**src/rtl/vga_timing_gen.sv**
```systemverilog
// vga_timing_gen: raster timing for a 640x480@60 Hz VGA display clocked by the
// 25 MHz pixel clock. Two free-running counters walk the full raster (active
// area plus porches and sync). Every output is a registered decode of the
// counter values *before* they advance. This gives one clock of latency from
// counter to pin, and it keeps the sync outputs driven directly by flops.
//
// There is no valid/ready handshake on this block. Consumers sample o_x/o_y
// on every clock and gate on o_video. o_line_start and o_frame_start are
// single-clock strobes that mark the first pixel of a line and of a frame.

module vga_timing_gen #(
  parameter int H_ACTIVE = 640,
  parameter int H_FP     = 16,
  parameter int H_SYNC   = 96,
  parameter int H_BP     = 48,
  parameter int V_ACTIVE = 480,
  parameter int V_FP     = 10,
  parameter int V_SYNC   = 2,
  parameter int V_BP     = 33,
  parameter bit H_POL    = 1'b0,
  parameter bit V_POL    = 1'b0,
  localparam int H_TOTAL = H_ACTIVE + H_FP + H_SYNC + H_BP,
  localparam int V_TOTAL = V_ACTIVE + V_FP + V_SYNC + V_BP,
  localparam int XW      = $clog2(H_TOTAL),
  localparam int YW      = $clog2(V_TOTAL)
) (
  input  logic          i_clk25m,
  input  logic          i_rst_clk25m,
  output logic          o_hsync,
  output logic          o_vsync,
  output logic          o_video,
  output logic [XW-1:0] o_x,
  output logic [YW-1:0] o_y,
  output logic          o_line_start,
  output logic          o_frame_start
);

  // Every boundary is stored as an inclusive "last" value. That keeps each
  // constant inside the counter range, even when a porch is zero or a total
  // is an exact power of two.
  localparam logic [XW-1:0] H_LAST     = XW'(H_TOTAL - 1);
  localparam logic [XW-1:0] H_ACT_LAST = XW'(H_ACTIVE - 1);
  localparam logic [XW-1:0] HS_FIRST   = XW'(H_ACTIVE + H_FP);
  localparam logic [XW-1:0] HS_LAST    = XW'(H_ACTIVE + H_FP + H_SYNC - 1);
  localparam logic [YW-1:0] V_LAST     = YW'(V_TOTAL - 1);
  localparam logic [YW-1:0] V_ACT_LAST = YW'(V_ACTIVE - 1);
  localparam logic [YW-1:0] VS_FIRST   = YW'(V_ACTIVE + V_FP);
  localparam logic [YW-1:0] VS_LAST    = YW'(V_ACTIVE + V_FP + V_SYNC - 1);

  logic [XW-1:0] h_cnt_q, h_cnt_d;
  logic [YW-1:0] v_cnt_q, v_cnt_d;

  logic          hsync_q, hsync_d;
  logic          vsync_q, vsync_d;
  logic          video_q, video_d;
  logic [XW-1:0] x_q, x_d;
  logic [YW-1:0] y_q, y_d;
  logic          line_start_q, line_start_d;
  logic          frame_start_q, frame_start_d;

  logic h_wrap;
  logic hs_on;
  logic vs_on;

  // Raster counters: h wraps at the end of the line, and v advances only on an h wrap.
  always_comb begin
    h_wrap  = (h_cnt_q == H_LAST);
    h_cnt_d = h_cnt_q + XW'(1);
    v_cnt_d = v_cnt_q;
    if (h_wrap) begin
      h_cnt_d = '0;
      if (v_cnt_q == V_LAST) begin
        v_cnt_d = '0;
      end else begin
        v_cnt_d = v_cnt_q + YW'(1);
      end
    end
  end

  // Decode the current (pre-increment) position into the next output values.
  always_comb begin
    hs_on         = (h_cnt_q >= HS_FIRST) && (h_cnt_q <= HS_LAST);
    vs_on         = (v_cnt_q >= VS_FIRST) && (v_cnt_q <= VS_LAST);
    hsync_d       = hs_on ? H_POL : ~H_POL;
    vsync_d       = vs_on ? V_POL : ~V_POL;
    video_d       = (h_cnt_q <= H_ACT_LAST) && (v_cnt_q <= V_ACT_LAST);
    x_d           = h_cnt_q;
    y_d           = v_cnt_q;
    line_start_d  = (h_cnt_q == '0);
    frame_start_d = (h_cnt_q == '0) && (v_cnt_q == '0);
  end

  // State and output registers. Reset takes effect on the very next edge, so
  // a sync pulse that is in progress is cut off rather than extended.
  always_ff @(posedge i_clk25m) begin
    if (i_rst_clk25m) begin
      h_cnt_q       <= '0;
      v_cnt_q       <= '0;
      hsync_q       <= ~H_POL;
      vsync_q       <= ~V_POL;
      video_q       <= 1'b0;
      x_q           <= '0;
      y_q           <= '0;
      line_start_q  <= 1'b0;
      frame_start_q <= 1'b0;
    end else begin
      h_cnt_q       <= h_cnt_d;
      v_cnt_q       <= v_cnt_d;
      hsync_q       <= hsync_d;
      vsync_q       <= vsync_d;
      video_q       <= video_d;
      x_q           <= x_d;
      y_q           <= y_d;
      line_start_q  <= line_start_d;
      frame_start_q <= frame_start_d;
    end
  end

  assign o_hsync       = hsync_q;
  assign o_vsync       = vsync_q;
  assign o_video       = video_q;
  assign o_x           = x_q;
  assign o_y           = y_q;
  assign o_line_start  = line_start_q;
  assign o_frame_start = frame_start_q;

endmodule

```
**config.mk**
```make
export PLATFORM = sky130hd
export DESIGN_NAME = vga_timing_gen
export DESIGN_NICKNAME = d
export VERILOG_FILES = /design/src/rtl/vga_timing_gen.sv
export SDC_FILE = /design/constraint.sdc
export NUM_CORES = 1
export LEC_CHECK = 0
export BUFFER_PORTS_ARGS = -buffer_cell sky130_fd_sc_hd__buf_2
export CORE_ASPECT_RATIO = 2
export CORE_MARGIN = 1
export CORE_UTILIZATION = 45
export DETAILED_ROUTE_END_ITERATION = 10
export PLACE_DENSITY = 0.66
export SYNTH_ARGS = -nofsm -noshare
export SYNTH_HDL_FRONTEND = slang
export SYNTH_SLANG_ARGS = --single-unit
```
**constraint.sdc**
```tcl
create_clock -name i_clk25m -period 2 [get_ports i_clk25m]
set_input_delay 0.3 -clock i_clk25m [delete_from_list [all_inputs] [get_ports i_clk25m]]
set_output_delay 0.3 -clock i_clk25m [all_outputs]
set_load 0.1 [all_outputs]
```
==> results.cfg, run 1 <==
[yosys]
yosys.cell_count.top_type = dfxtp_1
synth_xor_area_frac = 0.0511
synthAdderAreaFrac = 0.0365
syn_avg_cell_area_um2 = 10.1
yosysTopAreaCell = dfxtp_1
synth_compound_area_frac = 0.0591
netlist_area_um2 = 1710
synth_edf_count = 0
synth-simple-area-share = 0.301
synthArstFlopShare = 0
synth_top_cell_area_share = 0.526
yosys_warnings = 0
ys_top_cells_by_area = dfxtp_1, nor2b_1, ha_1, xor2_1, nor2_1
seq_area_frac_synth = 0.526
yosysUniqueCellTypes = 36
ys_ff_latch = 45
syn_nets = 176
synth_common_cells = dfxtp_1, nor2b_1, nor2_1, nand2_1
syn_inst = 169
synth_flop_cell = dfxtp_1
muxShareOfSynthArea = 0
synth_top_family_by_area = simple AND/OR/NAND/NOR gates

[sta]
period_minus_slack_ns = 1.75
worstMarginPinSlew_ns = 0.494
hold_violations = 0
min_period_over_period = 0.876
slew_headroom = 0.673
drv_slew = 0
fin_ws_ns = 0.247
skew_ns = 0.00512
tns_ns = 0
max_freq_ghz = 0.571
rsz0062_at_grt = false
setup_violations = 0

[floorplanning]
die_x_um = 45.6
start_util = 0.470
die_h_um = 89.3
num_io_pins = 27
core_area_um2 = 3650
rows = 31
dieArea_um2 = 4070

[worst_setup_path]
worst_setup_path_end_kind = flop
cp_slowest_cell = or4_1
start_kind = flop
reg2regPathDepth = 5
crit_required_ns = 2.23
crit_chain = ha_1, and3_1, nand3_4, or4_1, a21oi_1
crit_fanout = 9
crit_family = simple AND/OR/NAND/NOR gates
worstSetupPathType = reg2reg
worst-path-buf-inv = 0
r2r-start = h_cnt_q[0]
critPathMaxStageDelay_ns = 0.51
crit_path_start = h_cnt_q[0]
cp_num_cells = 5
timing.critical_path.arrival_ns = 1.98

[layout]
area.growth.synth_to_final_pct = 15.7
layout-drive-gt1-share = 0.210
diodes = 0
final_cells = 249
nets = 206
final_area_um2 = 1980

[place]
portBuffers = 26
routabilityCongestion = 0.853
hpwlAfterDp_um = 2560
placed_cells = 241
pre_cts_ws_ns = 0.276
placed_area_um2 = 1900

[drt]
wl_per_cell_um = 13.8
vias = 1312
wirelength_um = 3450
drcViolationCount = 0
routed_via_density = 5.27
ant_nets = 0
dr.pass1.iters = 4
drt-initial-drc-count = 31

[grt]
grt_usage = 0.198
antenna_found_initial = 0
grt_overflow = 0
first_global_vias = 1268
grt_max_degree = 20
grt_pass1_wl_um = 5690

[power]
ir_drop_mv = 0.527
power_density_nw_per_um2 = 785
p_total_w = 0.00156
seqPwrFrac = 0.589
switching_power_w = 0.000385
p_sw_frac = 0.247
intPower_w = 0.00117
clockPowerShare = 0.340
power_leakage_nw = 0.816
power.share.combinational = 0.071

[clock_tree]
clock-root-buffer = clkbuf_8
clock_path_buffers = 2
cts_made_buffers = 5
post_cts_buffers = 0
cts_tree = done
insertion_delay_ns = 0.29
hold_buffers = 0
cts.clk_slew.worst_paths_ns = 0.08
htreeDepth = 2
cts-resized-gates = 0
cts_num_sinks = 45

[job]
drv_cap = 0

[worst_hold_path]
min_from = i_rst_clk25m
worst_hold_path_type = in2reg
holdPathStages = 2

[outcome]
status = finished clean
[per-stage QoR]
| stage | util | hold WS, ns |
|---|---|---|
| 2_1_floorplan | - | 0.383 |
| 3_3_place_gp | 0.521 | 0.478 |
| 3_5_place_dp | 0.521 | 0.487 |
| 4_1_cts | 0.544 | 0.384 |
| 5_1_grt | 0.544 | 0.410 |
| 6_report | 0.544 | 0.391 |
[sequential cells by signal, summed over array words and instances (netlist names)]
register and cells:
h_cnt_q 10, o_frame_start 1, o_hsync 1, o_line_start 1
o_video 1, o_vsync 1, o_x 10, o_y 10
v_cnt_q 10
[power by group through the flow]
stage,Clock [W],Combinational (W),Sequential (W)
6_report,0.000530,0.000110,0.000916
5_1_grt,0.000585,0.000116,0.000919
4_1_cts,0.000549,0.000111,0.000916
3_5_place_dp,0,0.000111,0.000938
3_3_place_gp,0,0.000110,0.000937
2_1_floorplan,0,0.0000283,0.000999
[cell families after synthesis]
group,count (synthesis)
AO/OA/AOI/OAI,16
XOR/XNOR,10
adder cells (fa/ha/maj),5
buffers and inverters,11
flip-flops,45
AND/OR/NAND/NOR,82
[final cells by class]
class                   instances  area [um^2]
flip-flops and latches         45          901
clock inverters                 2         10.0
inverters                       5         18.8
fillers                       353         1660
clock buffers                   6         72.6
multi-input cells             113          767
well taps                      49         61.3
repair buffers                 29          153
[metal layers]
layer / GRT usage / vias up / part of all wire
met5: 0 / - / 0
met4: 0.152 / 0 / 0.050
met3: 0.0384 / 13 / 0.024
met2: 0.345 / 24 / 0.56
met1: 0.192 / 633 / 0.36
li1: - / 642 / -
[placed cells by master (no fill, tap or decap), drive strengths merged]
| cell type | instances |
|---|---|
| a41o | 1 |
| clkbuf | 6 |
| ha | 5 |
| or4b | 1 |
| and4b | 1 |
| or4 | 5 |
| nand3 | 7 |
| a21oi | 7 |
| inv | 5 |
| nor4 | 2 |
| buf | 29 |
| nand2b | 1 |
| and4 | 1 |
| nand4 | 5 |
| and2 | 1 |
| nor3 | 5 |
| nand2 | 9 |
| clkinv | 2 |
| nor4bb | 1 |
| nor3b | 1 |
| o21bai | 1 |
| nor2b | 17 |
| and3 | 6 |
| o31ai | 4 |
| xnor2 | 3 |
| xor2 | 7 |
| dfxtp | 45 |
| nand4b | 1 |
| o21ai | 3 |
| or3 | 3 |
| nor2 | 15 |
[path summary, 6_finish.rpt]
kind,slack (ns),end
worst max-delay path,0.25,v_cnt_q[9]
worst min-delay path,0.39,o_y[4]
worst max register to register,0.25,v_cnt_q[9]
worst min register to register,0.50,h_cnt_q[0]
No activity file was read; power rests on OpenSTA's default activity.
==> run 2, diff against run 1 <==
--- a/config.mk
+++ b/config.mk
@@ -10,7 +10,7 @@
 export CORE_MARGIN = 1
 export CORE_UTILIZATION = 45
 export DETAILED_ROUTE_END_ITERATION = 10
-export PLACE_DENSITY = 0.66
+export PLACE_DENSITY = 0.67
 export SYNTH_ARGS = -nofsm -noshare
 export SYNTH_HDL_FRONTEND = slang
 export SYNTH_SLANG_ARGS = --single-unit
==> run 2 against run 1 <==
Effect of this change:
- first-iteration DRC count grew 16%
- count of clock-buffer cells in the layout grew 1
- critical endpoint is now v_cnt_q[7]
- flip-flop and latch count is the same
- maximum frequency shrank 5.9%
- largest power group unchanged
- largest cell class unchanged
==> results.cfg, run 2 (synthesis gave the netlist of run 1 again) <==
[power]
power_density_nw_per_um2 = 793
power_leakage_nw = 0.816
ir_drop_mv = 0.499
power.share.combinational = 0.070
p_total_w = 0.00158
seqPwrFrac = 0.582
switching_power_w = 0.000373
p_sw_frac = 0.236
intPower_w = 0.00120
clockPowerShare = 0.348

[layout]
final_common_cell = dfxtp_1
area.growth.synth_to_final_pct = 15.9
multi_input_comb_area_um2 = 767
diodes = 0
layout-drive-gt1-share = 0.206
nets = 206
final_area_um2 = 1990
fillers = 343
register_area_um2 = 901
final_cell_mix = dfxtp_1, buf_2, nor2b_1
final_cells = 248

[clock_tree]
clock_path_buffers = 2
hold_buffers = 0
cts-resized-gates = 0
cts.clk_slew.worst_paths_ns = 0.08
insertion_delay_ns = 0.29
post_cts_buffers = 0
htreeDepth = 2
cts_made_buffers = 5
clock-root-buffer = clkbuf_8
cts_tree = done
cts_num_sinks = 45

[sta]
drv_slew = 0
max_freq_ghz = 0.537
hold_violations = 0
skew_ns = 0.00596
hold_slack_ns = 0.419
rsz0062_at_grt = false
setup_violations = 0
worstMarginPinSlew_ns = 0.490
period_minus_slack_ns = 1.86
tns_ns = 0
min_period_over_period = 0.932
slew_headroom = 0.676

[floorplanning]
core_area_um2 = 3650
die_h_um = 89.3
die_x_um = 45.6
dieArea_um2 = 4070
num_io_pins = 27
start_util = 0.470
rows = 31

[grt]
grt_max_degree = 24
antenna_found_initial = 0
first_global_vias = 1341
grt_pass1_wl_um = 5890
grt_usage = 0.199
grt_overflow = 0

[drt]
vias = 1325
dr.pass1.iters = 4
drcViolationCount = 0
ant_nets = 0
drt-initial-drc-count = 36
wl_per_cell_um = 14.1
wirelength_um = 3490
routed_via_density = 5.34

[worst_setup_path]
worstSetupPathType = reg2reg
crit_fanout = 9
reg2reg_to = v_cnt_q[7]
reg2regPathDepth = 5
start_kind = flop
crit_required_ns = 2.22
worst_setup_path_end_kind = flop
r2r-start = h_cnt_q[0]
timing.critical_path.arrival_ns = 2.09
rrSetupSlack_ns = 0.14

[outcome]
status = finished clean

[place]
placed_cells = 241
hpwlAfterDp_um = 2570
portBuffers = 26
placed_area_um2 = 1900
routabilityCongestion = 0.837

[worst_hold_path]
worst_hold_path.endpoint = h_cnt_q[4]
holdPathStages = 2
worst_hold_path_type = in2reg
min_from = i_rst_clk25m

[job]
drv_cap = 0
## run 2: cell types whose count changed in the layout (fill, tap and decap cells not counted)
cell,delta
clkbuf_8,+1
clkinv_2,-2
## run 2: worst max-delay path, cell delays in order (launching register included)
cell     delay (ns)
dfxtp_1        0.40
ha_1           0.22
and3_1         0.31
nand3_4        0.15
or4_1          0.55
a21oi_1        0.17
## run 2: how the worst max path moves through the flow
| stage | from | endpoint | slack [ns] | cells after the start |
|---|---|---|---|---|
| detailed placement | h_cnt_q[0] | v_cnt_q[7] | 0.17 | 5 |
| finish | h_cnt_q[0] | v_cnt_q[7] | 0.14 | 5 |
| global placement | h_cnt_q[0] | v_cnt_q[9] | 0.28 | 5 |
| CTS | h_cnt_q[0] | v_cnt_q[7] | 0.15 | 5 |
| floorplan | h_cnt_q[0] | v_cnt_q[9] | 0.37 | 6 |
| global route | h_cnt_q[0] | v_cnt_q[7] | 0.05 | 5 |
## run 2: area by class of cell
cell class,count,share of cell area
inverter,5,0.00945
multi-input combinational,113,0.386
tap,49,0.0309
clock buffer,7,0.0435
timing repair buffer,29,0.0768
sequential,45,0.453
## run 2: power by group through the flow
stage / logic, W / clock network (W) / registers (W)
after global placement: 0.000109 / 0 / 0.000936
after detailed placement: 0.000112 / 0 / 0.000938
after floorplan: 0.0000283 / 0 / 0.000999
final: 0.000111 / 0.000549 / 0.000917
after global routing: 0.000117 / 0.000608 / 0.000918
after CTS: 0.000112 / 0.000569 / 0.000916
## run 2: metal layers
metal	vias to the layer above	GRT usage	wire length (um)
met1	642	0.186	1280
li1	636	-	-
met3	7	0.0465	110
met2	40	0.377	2020
met5	-	0	0
met4	0	0.0964	79
## run 2: per-stage QoR
stage	util	setup WS [ns]
floorplan	-	0.369
global placement	0.521	0.279
detailed placement	0.521	0.174
CTS	0.545	0.153
global route	0.545	0.0536
finish	0.545	0.137
==> run 3, diff against run 2 <==
--- a/config.mk
+++ b/config.mk
@@ -10,7 +10,9 @@
 export CORE_MARGIN = 1
 export CORE_UTILIZATION = 45
 export DETAILED_ROUTE_END_ITERATION = 10
+export MAX_ROUTING_LAYER = met4
 export PLACE_DENSITY = 0.67
+export RECOVER_POWER = 50
 export SYNTH_ARGS = -nofsm -noshare
 export SYNTH_HDL_FRONTEND = slang
 export SYNTH_SLANG_ARGS = --single-unit
==> run 3 against run 2 <==
Effect of this change:
- combinational power about the same
- hold slack improved by 0.089 ns
- flip-flop and latch count did not move
- wire length grew 0.17%
- sequential share of layout area up 0.35 points
- largest power group unchanged
- via count shrank 0.98%
- clock power barely moved
- count of clock-buffer cells in the layout stayed put
- core utilization fell by 0.41 points
==> results.cfg, run 3 (synthesis gave the netlist of run 1 again) <==
[outcome]
status = finished clean

[grt]
first_global_vias = 1344
antenna_found_initial = 0
grt_pass1_wl_um = 5890
grt_overflow = 0
grt_max_degree = 24
grt_usage = 0.205

[clock_tree]
cts.clk_slew.worst_paths_ns = 0.08
post_cts_buffers = 0
cts_made_buffers = 5
clock_path_buffers = 2
insertion_delay_ns = 0.29
cts_tree = done
htreeDepth = 2
clock-root-buffer = clkbuf_8
hold_buffers = 0
cts-resized-gates = 0
cts_num_sinks = 45

[drt]
drt-initial-drc-count = 51
routed_via_density = 5.29
ant_nets = 0
vias = 1312
drcViolationCount = 0
wirelength_um = 3500
dr.pass1.iters = 4
wl_per_cell_um = 14.1

[job]
drv_cap = 0

[place]
routabilityCongestion = 0.849
hpwlAfterDp_um = 2570
portBuffers = 26

[floorplanning]
rows = 31
core_area_um2 = 3650
start_util = 0.470
die_h_um = 89.3
die_x_um = 45.6
num_io_pins = 27
dieArea_um2 = 4070

[layout]
nets = 206
final_cell_mix = dfxtp_1, nor2b_1, nor2_1, buf_2, nand2_1
diodes = 0
fillers = 348
layout-drive-gt1-share = 0.176
final_common_cell = dfxtp_1
area.growth.synth_to_final_pct = 15.0

[worst_setup_path]
cp_slowest_cell = or4_1
crit_required_ns = 2.22
crit_chain = ha_1, and3_1, nand3_4, or4_1, a21oi_1
start_kind = flop
timing.critical_path.arrival_ns = 2.09
worst_setup_path_end_kind = flop
crit_fanout = 9
critPathMaxStageDelay_ns = 0.55
worstSetupPathType = reg2reg

[power]
power_leakage_nw = 0.792
clockPowerShare = 0.348
seqPwrFrac = 0.583
p_total_w = 0.00157
power.share.combinational = 0.069
power_density_nw_per_um2 = 798
p_sw_frac = 0.236
switching_power_w = 0.000372
ir_drop_mv = 0.500
intPower_w = 0.00120

[sta]
tns_ns = 0
hold_slack_ns = 0.509
drv_slew = 0
max_freq_ghz = 0.536
setup_violations = 0
min_period_over_period = 0.933
period_minus_slack_ns = 1.87
slew_headroom = 0.226
rsz0062_at_grt = false
worstMarginPinSlew_ns = 1.17
skew_ns = 0.00589
hold_violations = 0

[worst_hold_path]
worst_hold_path_type = reg2reg
## run 3: changes by cell type in the layout (fill, tap and decap cells not counted)
| cell | delta |
|---|---|
| buf_2 | -12 |
| buf_4 | -1 |
| clkbuf_1 | +5 |
| clkbuf_2 | +8 |
| nor4_1 | +1 |
| nor4_2 | -1 |
## run 3: stage by stage
step,utilization,cell area [um^2],setup WS [ns],std cells
2_1_floorplan,-,1710,0.369,169
3_3_place_gp,0.521,1900,0.279,241
3_5_place_dp,0.521,1900,0.174,241
4_1_cts,0.545,1990,0.153,248
5_1_grt,0.541,1970,0.0514,248
6_report,0.541,1970,0.134,248
## run 3: worst paths after layout
check,startpoint,endpoint,slack [ns],cells after the start
max reg2reg,h_cnt_q[0],v_cnt_q[7],0.13,5
min reg2reg,h_cnt_q[1],o_x[1],0.51,2
min,h_cnt_q[1],o_x[1],0.51,2
max,h_cnt_q[0],v_cnt_q[7],0.13,5
## run 3: power by group through the flow
stage / sequential, W / clock [W] / combinational (W)
3_5_place_dp: 0.000938 / 0 / 0.000112
5_1_grt: 0.000918 / 0.000608 / 0.000114
3_3_place_gp: 0.000936 / 0 / 0.000109
6_report: 0.000917 / 0.000548 / 0.000108
4_1_cts: 0.000916 / 0.000569 / 0.000112
2_1_floorplan: 0.000999 / 0 / 0.0000283
## run 3: cell type report
class	instances	area, um^2	share of cell area
clock buffers	7	86.3	0.0438
inverters	5	18.8	0.00952
multi-input cells	113	761	0.386
flip-flops and latches	45	901	0.457
well taps	49	61.3	0.0311
repair buffers	29	144	0.0730
## run 3: critical path: cells and delay by family, from the launching register on
family                     cells  cell delay, ns
AOI/OAI and AO/OA              1            0.17
adders and majority gates      1            0.22
DFF                            1            0.40
and+or+nand+nor                3            1.02
## run 3: per-layer routing
layer  GRT usage  routed length, um  vias up
met5           -                  0        -
met3      0.0444                109        7
li1            -                  -      642
met4      0.0964                 79        0
met1       0.188               1270      620
met2       0.378               2030       43
